[src/rtl/fifo_sync.sv]
// Single-clock FIFO over an inferred simple dual-port RAM with occupancy count,
// threshold flags and registered overflow/underflow pulses.
module fifo_sync #(
  parameter int unsigned WIDTH    = 8,
  parameter int unsigned DEPTH    = 256,
  parameter int unsigned AF_LEVEL = DEPTH - 1,
  parameter int unsigned AE_LEVEL = 1
) (
  input  logic                       i_clk,
  input  logic                       i_rst,
  input  logic                       i_wr_dv,
  input  logic [WIDTH-1:0]           i_wr_data,
  input  logic                       i_rd_en,
  output logic                       o_rd_dv,
  output logic [WIDTH-1:0]           o_rd_data,
  output logic [$clog2(DEPTH+1)-1:0] o_count,
  output logic                       o_full,
  output logic                       o_empty,
  output logic                       o_af,
  output logic                       o_ae,
  output logic                       o_overflow,
  output logic                       o_underflow
);

  localparam int unsigned PTR_W = $clog2(DEPTH);
  localparam int unsigned CNT_W = $clog2(DEPTH + 1);

  localparam logic [PTR_W-1:0] PTR_LAST = PTR_W'(DEPTH - 1);
  localparam logic [CNT_W-1:0] CNT_FULL = CNT_W'(DEPTH);
  localparam logic [CNT_W-1:0] CNT_AF   = CNT_W'(AF_LEVEL);
  localparam logic [CNT_W-1:0] CNT_AE   = CNT_W'(AE_LEVEL);

  logic [WIDTH-1:0] r_mem [DEPTH];

  logic [PTR_W-1:0] r_wr_ptr;
  logic [PTR_W-1:0] r_rd_ptr;
  logic [CNT_W-1:0] r_count;
  logic             r_rd_dv;
  logic [WIDTH-1:0] r_rd_data;
  logic             r_overflow;
  logic             r_underflow;

  logic             w_wr_ok;
  logic             w_rd_ok;
  logic [PTR_W-1:0] w_wr_ptr_nxt;
  logic [PTR_W-1:0] w_rd_ptr_nxt;
  logic [CNT_W-1:0] w_count_nxt;

  // Accept decisions use the flags as registered this cycle, never next-state.
  assign w_wr_ok = i_wr_dv & ~o_full;
  assign w_rd_ok = i_rd_en & ~o_empty;

  always_comb begin
    w_wr_ptr_nxt = r_wr_ptr;
    w_rd_ptr_nxt = r_rd_ptr;
    w_count_nxt  = r_count;
    if (w_wr_ok) begin
      w_wr_ptr_nxt = (r_wr_ptr == PTR_LAST) ? '0 : r_wr_ptr + PTR_W'(1);
    end
    if (w_rd_ok) begin
      w_rd_ptr_nxt = (r_rd_ptr == PTR_LAST) ? '0 : r_rd_ptr + PTR_W'(1);
    end
    case ({w_wr_ok, w_rd_ok})
      2'b10:   w_count_nxt = r_count + CNT_W'(1);
      2'b01:   w_count_nxt = r_count - CNT_W'(1);
      default: w_count_nxt = r_count;
    endcase
  end

  // Write port kept reset-free so the array maps onto block RAM.
  always_ff @(posedge i_clk) begin
    if (w_wr_ok) begin
      r_mem[r_wr_ptr] <= i_wr_data;
    end
  end

  always_ff @(posedge i_clk) begin
    if (i_rst) begin
      r_wr_ptr    <= '0;
      r_rd_ptr    <= '0;
      r_count     <= '0;
      r_rd_dv     <= 1'b0;
      r_rd_data   <= '0;
      r_overflow  <= 1'b0;
      r_underflow <= 1'b0;
    end else begin
      r_wr_ptr    <= w_wr_ptr_nxt;
      r_rd_ptr    <= w_rd_ptr_nxt;
      r_count     <= w_count_nxt;
      r_rd_dv     <= w_rd_ok;
      r_overflow  <= i_wr_dv & o_full;
      r_underflow <= i_rd_en & o_empty;
      if (w_rd_ok) begin
        r_rd_data <= r_mem[r_rd_ptr];
      end
    end
  end

  assign o_rd_dv     = r_rd_dv;
  assign o_rd_data   = r_rd_data;
  assign o_count     = r_count;
  assign o_full      = (r_count == CNT_FULL);
  assign o_empty     = (r_count == '0);
  assign o_af        = (r_count >= CNT_AF);
  assign o_ae        = (r_count <= CNT_AE);
  assign o_overflow  = r_overflow;
  assign o_underflow = r_underflow;

endmodule

[config.mk]
export PLATFORM = sky130hd
export DESIGN_NAME = fifo_sync
export DESIGN_NICKNAME = d
export VERILOG_FILES = /design/src/rtl/fifo_sync.sv
export SDC_FILE = /design/constraint.sdc
export NUM_CORES = 2
export LEC_CHECK = 0
export ABC_AREA = 1
export CORE_MARGIN = 2
export CORE_UTILIZATION = 55
export CTS_BUF_LIST = sky130_fd_sc_hd__clkbuf_2
export DETAILED_ROUTE_END_ITERATION = 8
export GPL_ROUTABILITY_DRIVEN = 1
export PLACE_DENSITY_LB_ADDON = 0.3
export SYNTH_ARGS = -nofsm -noshare
export SYNTH_HDL_FRONTEND = slang
export SYNTH_SLANG_ARGS = --single-unit
[constraint.sdc]
create_clock -name i_clk -period 4.8 [get_ports i_clk]
set_clock_uncertainty 0.05 [all_clocks]
set_input_delay 0.48 -clock i_clk [delete_from_list [all_inputs] [get_ports i_clk]]
set_output_delay 0.48 -clock i_clk [all_outputs]
set_load 0.005 [all_outputs]
Word level (Yosys, flattened, before mapping)
Memories as Yosys holds them, arrays and structs flattened. A register that Yosys moved wholly into a read port is not among the register bits.
Index checks and enable logic that the tools add are counted.

word-level totals
  register bits = 28
  RAM bits = 2048
  input port bits = 12
  output and inout port bits = 24
  logic and storage cells = 31
  memories = 1

memories
  memory  depth  width  read ports  clocked after Yosys merged registers in  wr ports  line  text
  r_mem   256    8      1           1                                        1         33    logic [WIDTH-1:0] r_mem [DEPTH];

cells by class
  add/subtract/negate cells = 4
  order comparisons = 2
  eq/ne operators = 5
  multiplexer cells = 5
  bitwise operators = 6
  reductions and logical operators = 2

operator list
  operator               count
  $pmux W9 S2            1
  $add A8 B1 Y8 const B  2
  $eq A8 B8 Y1 const B   2
  $mux W8                2
  $add A9 B1 Y9 const B  1
  $eq A9 B9 Y1 const B   1
  $ge A9 B8 Y1 const B   1
  $le A9 B1 Y1 const B   1
  $logic_not A9 Y1       1
  $sub A9 B1 Y9 const B  1
  $and A1 B1 Y1          4
  $eq A2 B1 Y1 const B   1
  $eq A2 B2 Y1 const B   1
  $mux W1                2
  $not A1 Y1             2
  $reduce_bool A2 Y1     1

Logic depth before layout (Yosys ltp)
  depth after elaboration = 5
  gate-level depth with buffers = 19
  gate-level depth less buffers = 15

Worst setup path after synthesis
OpenSTA, ideal clock, no wires.

  path type = register to register
  start = register r_count[0], in the netlist o_count[0]
  end = register r_count[3], in the netlist o_count[3]
  library setup time = 0.070 ns
  arrival = 2.456 ns
  required time = 4.680 ns
  slack = 2.224 ns
  stages on the path, launching flop included = 15
  cell sequence = dfxtp_1 -> inv_1 -> ha_1 -> nand2_1 -> nor2_1 -> nand2_1 -> nand2_2 -> clkinv_1 -> clkbuf_1 -> ha_1 -> clkbuf_1 -> inv_1 -> a211oi_1 -> o21ai_0 -> a21oi_1

on the way
  cells in the longest elaborated chain, start to end = 5
  elaborated cells between the ends (all ways) = 12
  those cells by class = 2 x add/sub; 3 x eq/ne; 1 x mux; 4 x bitwise; 2 x reduce/logical

RTL lines
  what                                                      line  text
  start, declared                                           37    logic [CNT_W-1:0] r_count;
  start signal, assigned                                    89    r_count <= w_count_nxt;
  $logic_not A9 Y1 *                                        103   assign o_empty = (r_count == '0);
  $not A1 Y1 *                                              51    assign w_rd_ok = i_rd_en & ~o_empty;
  $and A1 B1 Y1 *                                           51
  named net w_rd_ok                                         44    logic w_rd_ok;
  $eq A2 B1 Y1 / $eq A2 B2 Y1 (equally long branches)       63    case ({w_wr_ok, w_rd_ok})
  $pmux W9 S2 / $reduce_bool A2 Y1 (equally long branches)  n/a

The timed path passes the listed nets; every way through them passes the cells marked *.
A chain may end at the register's enable or synchronous reset.

Final worst setup path
  start = register r_count[3], in the netlist o_count[3]
  end = output o_ae

on the way
  cells in the longest elaborated chain, start to end = 1

RTL lines
  what           line  text
  $le A9 B1 Y1   105   assign o_ae = (r_count <= CNT_AE);
  end, declared  20    output logic o_ae,

No other way between the ends.

==> run metrics <==
status finished, final reports clean; Worst slew margin about 15%; DR iter-0 viols 7,236; Nets 7,932; dpl ws ~1.2 ns; critical path class reg -> out; max_cap viols 0; setup_tns 0 ns; vias in the first global route approximately 58,000; hold crit path type in -> reg; Root Driver clkbuf_2; via/cell ratio between 5 and 6; Post-synth ARST share 0%; post-layout minimum cycle time 4.25 ns; synthesized net count between 7,000 and 8,000; pin count of the biggest net entering global routing roughly 190; commonest non-fill, non-tap cell in the layout nand2_1; Worst EP required between 4 and 5 ns; internal cell power 28.0 mW; number of setup violations in the final report 0; most frequent cells in the layout 2,345 x nand2_1, 2,048 x edfxtp_1, 1,443 x nand3_1; power share of the clock group approximately a quarter; first-pass GRT wire length between 300,000 and 400,000 um; Syn Std Cell Area 86,200 um2; Resized cells post-CTS 0; peak supply drop around 500 uV; Tightest Pin Transition approximately 1.3 ns; Die X 400 um; Starting Density 55.3%; Achievable Freq around 240 MHz; Crit Path Max Fanout 7; Yosys cell types 31; area delta synth->final 7.92%; DP HPWL roughly 130,000 um; Post-synth EDFFs between 2,000 and 2,500; Clock Sinks roughly 2,100; Switching Share between 30% and 40%; fin crit share ~89%; final hold vios 0; CP bufs+invs 2; Synthesis Warnings 0; TritonCTS buffer count 495; row count approximately 150; CP max-delay cell clkdlybuf4s50_1; clk_lat worst skew 1.81 ns; Cells after Synth approximately 7,700; share of layout cells above drive strength 1 between 10% and 20%; aggregate global-route resource usage roughly 28%; unrepaired setup endpoints after global routing no; Die Y ~400 um; Avg Inst Size Synth 11.2 um2; Reg area roughly 62,000 um2; antenna-violating nets left 0; Synth Register Bits 2,084; crit path DAT about 3.7 ns; vias ~59,000; clk buf depth 4; WL/cell ~22 um; Slew Viols, Final 0; GP Congestion roughly 0.93; Crit path max-delay family simple AND/OR/NAND/NOR gates; H-Tree Level Count 5; Die ar. between 150,000 and 200,000 um2; top_reg_cell synth edfxtp_1; setup ws final between 0.5 and 0.6 ns; DR DRC count 0; NetSw 16.7 mW; register area share after synthesis between 70 and 80%; io pins 36; CTS tree yes; CORE AREA around 160,000 um2; combinational fraction of design power approximately 30%; critical path, cell by cell nor2_1 -> inv_1 -> nor4_1 -> nand3_1 -> a21oi_1 -> clkdlybuf4s50_1; initial antenna violation count 6; LEAKAGE around 35 nW; grt ovf 0; Setup crit start kind register; area of the multi-input gates approximately 21,000 um2; drt total wl 224,000 um; pwr dens 480 nW/um2; Core Util, Final between 50 and 60%; Final Power approximately 45 mW; I/O Buffers 35; Seq pwr share 45.4%; # fillers between 10,000 and 15,000; Worst setup EP type output pin; Reg clk slew, reported paths approximately 0.13 ns; CP max stage delay ~0.51 ns; DRT Pass-1 Iters 9
## worst register-to-register path: stages, from the launching register on
cell	delay, ns
dfxtp_1	0.43
inv_1	0.15
ha_1	0.22
nand2_1	0.07
nor2_1	0.07
nand2_1	0.11
nand2_1	0.24
inv_1	0.44
nand4_1	0.55
buf_4	0.47
nor2_1	0.56
## sequential cells by signal, summed over array words and instances, names as in the netlist
register	flops
o_rd_dv	1
o_underflow	1
r_wr_ptr	8
r_mem	2048
o_overflow	1
r_rd_ptr	8
o_count	9
o_rd_data	8
## layer usage
layer  up-vias  track usage (%)  wire, um
li1      27300                -         -
met1     28100             37.2     87800
met2      3324             44.4    105000
met3       505             6.15     23200
met4         0             11.7      8070
met5         -                0         0
## cells by family after synthesis
| logic type | after synthesis | synth area share (%) |
|---|---|---|
| simple gates | 4542 | 21.9 |
| flops | 2084 | 72.1 |
| buf+inv | 790 | 3.89 |
| compound gates | 302 | 1.82 |
| fa+ha+maj | 11 | 0.160 |
| xor+xnor | 5 | 0.0508 |
## cells in the mapped netlist (2+ instances only)
cell | n | area share (%)
nand2_1 | 2346 | 10
edfxtp_1 | 2048 | 71
nand3_1 | 1449 | 8.4
nor2_1 | 718 | 3.1
inv_1 | 292 | 1.3
o21ai_0 | 218 | 1.3
clkbuf_1 | 213 | 0.93
buf_2 | 193 | 1.1
a21oi_1 | 58 | 0.34
buf_1 | 49 | 0.21
dfxtp_1 | 36 | 0.84
buf_4 | 29 | 0.25
o211ai_1 | 16 | 0.14
ha_1 | 11 | 0.16
nand4_1 | 11 | 0.080
nor3_1 | 11 | 0.064
clkinv_1 | 6 | 0.026
buf_6 | 5 | 0.065
xor2_1 | 5 | 0.051
a211oi_1 | 3 | 0.026
inv_2 | 3 | 0.013
o21ai_1 | 3 | 0.017
a31oi_1 | 2 | 0.015
nor4_1 | 2 | 0.015
## power by group through the flow
stage	combinational (mW)	clock [mW]	sequential, mW
6_report	13.3	11.1	20.3
3_5_place_dp	13.0	0	20.7
4_1_cts	13.1	11.3	20.3
2_1_floorplan	8.90	0	20.5
5_1_grt	14.6	12.2	20.3
3_3_place_gp	12.8	0	20.7
## layout make-up
| class | count | share of cell area (%) |
|---|---|---|
| well taps | 2058 | 2.77 |
| clock inverters | 172 | 0.864 |
| flip-flops and latches | 2084 | 66.9 |
| repair buffers | 167 | 2.18 |
| multi-input cells | 4860 | 22.2 |
| inverters | 301 | 1.24 |
| clock buffers | 710 | 3.82 |
| diodes | 7 | 0.0188 |
## metrics by stage
step	hold slack (ns)	std cells	area [um2]
finish	0.274	10400	93100
global placement	0.444	9441	88300
global route	0.172	10400	93100
CTS	0.0494	10400	93100
floorplan	0.422	7734	86200
detailed placement	0.447	9441	88300
## worst paths after layout
kind	startpoint	to	slack, ns	depth (start not counted)
worst min-delay path	i_wr_data[3]	r_mem[204][3]$_DFFE_PP_	0.27	4
worst max-delay path	o_count[3]$_SDFFE_PP0P_	o_ae	0.55	6
worst min register to register	r_wr_ptr[5]$_SDFFE_PP0P_	r_wr_ptr[5]$_SDFFE_PP0P_	0.48	2
worst max register to register	o_count[0]$_SDFFE_PP0P_	r_mem[216][1]$_DFFE_PP_	1.06	10
## what timing repair did
| action | CTS | global route |
|---|---|---|
| hold buffers | 29 | 0 |
| buffers inserted | 0 | 0 |
| hold endpoints to repair | 2198 | 0 |
(Power assumes the default switching activity.)
